File: config.mk
export PLATFORM = sky130hd
export DESIGN_NAME = instr_assembler
export DESIGN_NICKNAME = d
export VERILOG_FILES = /design/src/rtl/instr_assembler.sv
export SDC_FILE = /design/constraint.sdc
export NUM_CORES = 1
export LEC_CHECK = 0
export BUFFER_PORTS_ARGS = -buffer_cell sky130_fd_sc_hd__clkbuf_2
export CAP_MARGIN = 10
export CORE_ASPECT_RATIO = 0.8
export CORE_MARGIN = 3
export CORE_UTILIZATION = 25
export CTS_CLUSTER_SIZE = 10
export DETAILED_ROUTE_END_ITERATION = 8
export GPL_ROUTABILITY_DRIVEN = 0
export PLACE_DENSITY = 0.37
export SLEW_MARGIN = 25
export SYNTH_ARGS = -nofsm -noshare
export SYNTH_HDL_FRONTEND = slang
export SYNTH_SLANG_ARGS = --single-unit
export TNS_END_PERCENT = 1
File: constraint.sdc
create_clock -name clk -period 2.74 [get_ports clk]
set_input_delay 0.685 -clock clk [delete_from_list [all_inputs] [get_ports clk]]
set_output_delay 0.685 -clock clk [all_outputs]
set_load 0.02 [all_outputs]
File: src/rtl/instr_assembler.sv
// Variable-length instruction register: assembles 1..MAX_BYTES fetch bytes into a held word.
// Optional branch-redirect flush input enabled by defining INSTR_ASM_FLUSH_EN.
module instr_assembler #(
  parameter int unsigned BYTE_W    = 8,
  parameter int unsigned MAX_BYTES = 3,
  parameter int unsigned LEN_W     = 2
) (
  input  logic                               clk,
  input  logic                               rst_n,
`ifdef INSTR_ASM_FLUSH_EN
  input  logic                               flush,
`endif
  input  logic                               in_valid,
  output logic                               in_ready,
  input  logic [BYTE_W-1:0]                  in_byte,
  output logic                               out_valid,
  input  logic                               out_ready,
  output logic [BYTE_W*MAX_BYTES-1:0]        instr,
  output logic [$clog2(MAX_BYTES+1)-1:0]     instr_len,
  output logic                               len_err
);

  localparam int unsigned CNT_W  = $clog2(MAX_BYTES + 1);
  localparam int unsigned WORD_W = BYTE_W * MAX_BYTES;

  typedef enum logic [1:0] {IDLE, COLLECT, HOLD} state_t;

  state_t              state_q, state_d;
  logic [CNT_W-1:0]    count_q, count_d;
  logic [CNT_W-1:0]    target_q, target_d;
  logic [WORD_W-1:0]   buf_q, buf_d;
  logic [WORD_W-1:0]   instr_q, instr_d;
  logic [CNT_W-1:0]    len_q, len_d;
  logic                out_valid_q, out_valid_d;
  logic                len_err_q, len_err_d;
  logic [LEN_W-1:0]    code;
  logic                accept;

  // Ready is held low during reset and whenever an instruction is waiting for the decoder.
`ifdef INSTR_ASM_FLUSH_EN
  assign in_ready = rst_n && (state_q != HOLD) && !flush;
`else
  assign in_ready = rst_n && (state_q != HOLD);
`endif

  assign code   = in_byte[BYTE_W-1 -: LEN_W];
  assign accept = in_valid && in_ready;

  always_ff @(posedge clk or negedge rst_n) begin
    if (!rst_n) begin
      state_q     <= IDLE;
      count_q     <= '0;
      target_q    <= '0;
      buf_q       <= '0;
      instr_q     <= '0;
      len_q       <= '0;
      out_valid_q <= 1'b0;
      len_err_q   <= 1'b0;
    end else begin
      state_q     <= state_d;
      count_q     <= count_d;
      target_q    <= target_d;
      buf_q       <= buf_d;
      instr_q     <= instr_d;
      len_q       <= len_d;
      out_valid_q <= out_valid_d;
      len_err_q   <= len_err_d;
    end
  end

  always_comb begin
    state_d     = state_q;
    count_d     = count_q;
    target_d    = target_q;
    buf_d       = buf_q;
    instr_d     = instr_q;
    len_d       = len_q;
    out_valid_d = out_valid_q;
    len_err_d   = 1'b0;

    unique case (state_q)
      IDLE: begin
        if (accept) begin
          if (32'(code) >= MAX_BYTES) begin
            len_err_d = 1'b1;
          end else if (code == '0) begin
            instr_d                        = '0;
            instr_d[WORD_W-1 -: BYTE_W]    = in_byte;
            len_d                          = CNT_W'(1);
            out_valid_d                    = 1'b1;
            state_d                        = HOLD;
          end else begin
            buf_d                          = '0;
            buf_d[WORD_W-1 -: BYTE_W]      = in_byte;
            target_d                       = CNT_W'(32'(code) + 32'd1);
            count_d                        = CNT_W'(1);
            state_d                        = COLLECT;
          end
        end
      end
      COLLECT: begin
        if (accept) begin
          // Slot index counts from the MSB end of the word.
          for (int unsigned i = 0; i < MAX_BYTES; i++) begin
            if (count_q == CNT_W'(i)) buf_d[WORD_W-1-i*BYTE_W -: BYTE_W] = in_byte;
          end
          count_d = count_q + CNT_W'(1);
          if (count_d == target_q) begin
            instr_d     = buf_d;
            len_d       = target_q;
            out_valid_d = 1'b1;
            state_d     = HOLD;
          end
        end
      end
      HOLD: begin
        if (out_ready) begin
          out_valid_d = 1'b0;
          count_d     = '0;
          state_d     = IDLE;
        end
      end
      default: state_d = IDLE;
    endcase

`ifdef INSTR_ASM_FLUSH_EN
    // Redirect discards any partial or held instruction.
    if (flush) begin
      state_d     = IDLE;
      count_d     = '0;
      out_valid_d = 1'b0;
      len_err_d   = 1'b0;
    end
`endif
  end

  assign instr     = instr_q;
  assign instr_len = len_q;
  assign out_valid = out_valid_q;
  assign len_err   = len_err_q;

endmodule

==> summary.txt <==
Place
  – Port Buf Inserts: 40
  – DP HPWL: around 4.9 mm
  – Placed inst area: about 3400 um^2

Finish
  – Post-Layout Inst Area: between 3000 and 4000 um^2
  – Layout net count: 336
  – Commonest cells after routing, fill and taps aside: dfrtp_1, clkbuf_2, nor2b_1, o21ai_0, nand3_1
  – Diodes inserted: 0
  – Share of layout cells above drive strength 1: 27.81%
  – Commonest non-fill, non-tap cell in the layout: dfrtp_1
  – Fillers: about 1200
  – Area delta synth->final: 21.70%

STA
  – Layout Skew: between 0.004 and 0.005 ns
  – Final setup fails: 0
  – Smallest hold slack: around 0.21 ns
  – Rel. slew slack: about 52%
  – Tmin final: just over 2 ns
  – Setup tns final: 0 ns
  – FMAX: 495.1 MHz
  – Unrepaired setup endpoints after global routing: no
  – Worst-Margin Slew: around 0.72 ns
  – Hold Violations, Final: 0
  – Max-slew violations: 0
  – Final period util: between 70% and 80%

Pwr
  – Logic pwr share: 41.6%
  – Clock Power Share: approximately 25%
  – Maximum vdd drop: 431.8 uV
  – Switching Power: 0.001576 W
  – Internal power: roughly 0.0027 W
  – Leak Pwr: approximately 1.7 nW
  – Ratio of total power to cell area: ~1200 nW/um^2
  – Sequential Power Share: 33.6%
  – Switch share: 36.92%

Die
  – Chip width: ~130 um
  – Die area: between 10000 and 15000 um^2
  – I/O pin count: a little over 40
  – Die Ht: between 100 and 150 um
  – Rows: 35
  – Total core area: between 10000 and 15000 um^2
  – Initial Util: about 26%

Detailed routing
  – DR pass1 iterations: 4
  – First DRT Iteration DRCs: 77
  – Drt wl/cell: approximately 15 um
  – Detailed-route via count: 2131
  – Final WL: between 7 and 8 mm
  – DRC Markers: 0
  – Vias per std cell: around 4.6
  – Antenna Nets Post-Route: 0

Clock network
  – CTS resizes: 0
  – CTS root buf: clkbuf_16
  – Reg clk slew, reported paths: around 0.050 ns
  – Total clock buffers created by CTS: 9
  – Post-CTS setup buffer count: 0
  – CTS H-Tree Depth: 3
  – Hold bufs inserted after CTS: 0
  – Maximum clock path buffer count: 2
  – Clk sink count: between 50 and 60
  – Clk_lat worst skew: roughly 0.32 ns
  – CTS tree: built

Yosys
  – Distinct cells, synth: 32
  – Ys Warns: 0
  – Flop and latch count out of synthesis: between 50 and 60
  – Cell Area, Synth: between 3000 and 4000 um^2
  – Sequential fraction of the synthesis area: 48.31%
  – Syn Nets: slightly below 300
  – Synthesized area per cell: roughly 11 um^2
  – Synthesized instance count: between 200 and 300

Global route
  – Largest net degree at the start of global routing: 54
  – Initial antenna violation count: 0
  – GRT Util Overall: between 10 and 15%
  – Vias in the first global route: roughly 2200
  – First-pass GRT wire length: between 10 and 15 mm
  – Total grt overflow: 0

Worst setup path
  – Flop2flop setup slack: 0.73 ns
  – Critical path's slowest cell: dfrtp_1
  – CP cell instances: inv_1 -> ha_1 -> nor2b_1 -> clkbuf_2
  – Reg-to-reg startpoint: state_q[1]
  – FF-to-FF End: buf_q[16]
  – Path depth of the worst reg2reg path: 6
  – Arr. time, crit path: 1.33 ns
  – CP endpoint kind: output port
  – CP Launch Type: register
  – Req. time, crit path: between 2 and 2.5 ns
  – Crit Path Max Fanout: 6
  – Setup Crit Path Kind: register to output port
  – Max stage delay on crit path: 0.37 ns

Status
  – Outcome: completed

Worst hold path
  – Worst hold path type: input port to asynchronous set/reset pin

Run
  – Max cap viols: 0
==> final cells by class <==
type / count / area, um^2 / area share [%]
flip-flops and latches: 58 / 1451 / 39.70
repair buffers: 50 / 275.3 / 7.529
clock inverters: 2 / 10.01 / 0.2738
well taps: 148 / 185.2 / 5.065
inverters: 8 / 30.03 / 0.8214
multi-input cells: 188 / 1430 / 39.12
clock buffers: 14 / 274.0 / 7.495
==> critical path, delay by kind of cell (launching register included) <==
family                   cells  cell delay, ns
flip-flops                   1            0.37
adder cells (fa/ha/maj)      1            0.26
buffers and inverters        2            0.25
AND/OR/NAND/NOR              1            0.12
==> through the flow <==
stage | worst slack, ns | total power [W] | util (%) | cells
6_report | 0.7201 | 0.004269 | 31.50 | 468
5_1_grt | 0.5962 | 0.004626 | 31.50 | 468
4_1_cts | 0.6919 | 0.004358 | 31.50 | 468
3_5_place_dp | 0.3956 | 0.003255 | 29.06 | 452
3_3_place_gp | 0.4165 | 0.003246 | 29.06 | 452
2_1_floorplan | 0.7489 | 0.002735 | - | 271
==> synthesized netlist by cell type (all sizes together) <==
library cell  instances  share of area (%)
xor2                  1               0.29
mux2                 38                 15
nor2                  1               0.12
mux2i                 5                1.7
dfrtp                58                 48
inv                   8                1.0
nand2b                3               0.62
nor3b                 1               0.42
nand4                 1               0.21
o21ai                25                4.4
a22oi                16                4.0
xnor2                 1               0.29
clkbuf                6               0.75
nand2                 7               0.87
nand3                20                3.3
nor2b                36                7.6
ha                    9                3.7
nand3b                1               0.25
and3b                 1               0.33
a2bb2oi               1               0.29
or2                   1               0.21
a21oi                17                2.8
o211ai                1               0.71
and3                  1               0.21
o22ai                 1               0.21
buf                  11                2.3
==> worst max-delay path by stage <==
stage                endpoint  startpoint  slack (ns)
floorplan           instr[10]  in_byte[6]        0.75
global placement    instr[18]  in_byte[6]        0.42
detailed placement  instr[18]  in_byte[6]        0.40
CTS                  in_ready  state_q[0]        0.69
global route         in_ready  state_q[0]        0.60
finish               in_ready  state_q[0]        0.72
==> layer usage <==
layer | GRT usage, % | up-vias | part of all wire [%]
met4 | 3.823 | 0 | 1.1
li1 | - | 1046 | -
met5 | 0 | - | 0
met3 | 3.491 | 7 | 5.7
met1 | 17.48 | 1030 | 53
met2 | 15.09 | 48 | 40
==> sequential cells by signal, summed over array words and instances, names as in the netlist <==
name / cells
count_q: 2
state_q: 2
instr: 24
target_q: 2
out_valid: 1
buf_q: 24
len_err: 1
instr_len: 2
==> power groups by stage <==
| stage | combinational, W | sequential, W | clock [W] |
|---|---|---|---|
| 6_report | 0.00178 | 0.00144 | 0.00106 |
| 5_1_grt | 0.00200 | 0.00149 | 0.00113 |
| 4_1_cts | 0.00181 | 0.00144 | 0.00110 |
| 3_5_place_dp | 0.00180 | 0.00145 | 0 |
| 3_3_place_gp | 0.00180 | 0.00144 | 0 |
| 2_1_floorplan | 0.00108 | 0.00165 | 0 |
==> cells by family after synthesis <==
logic type	synth area share, %
DFF	48.31
buffers and inverters	4.081
xor gates and xnor gates	0.5832
muxes	16.66
AOI/OAI and AO/OA	12.45
and+or+nand+nor	14.16
adders and majority gates	3.749
Power figures use the tool's default switching activity.
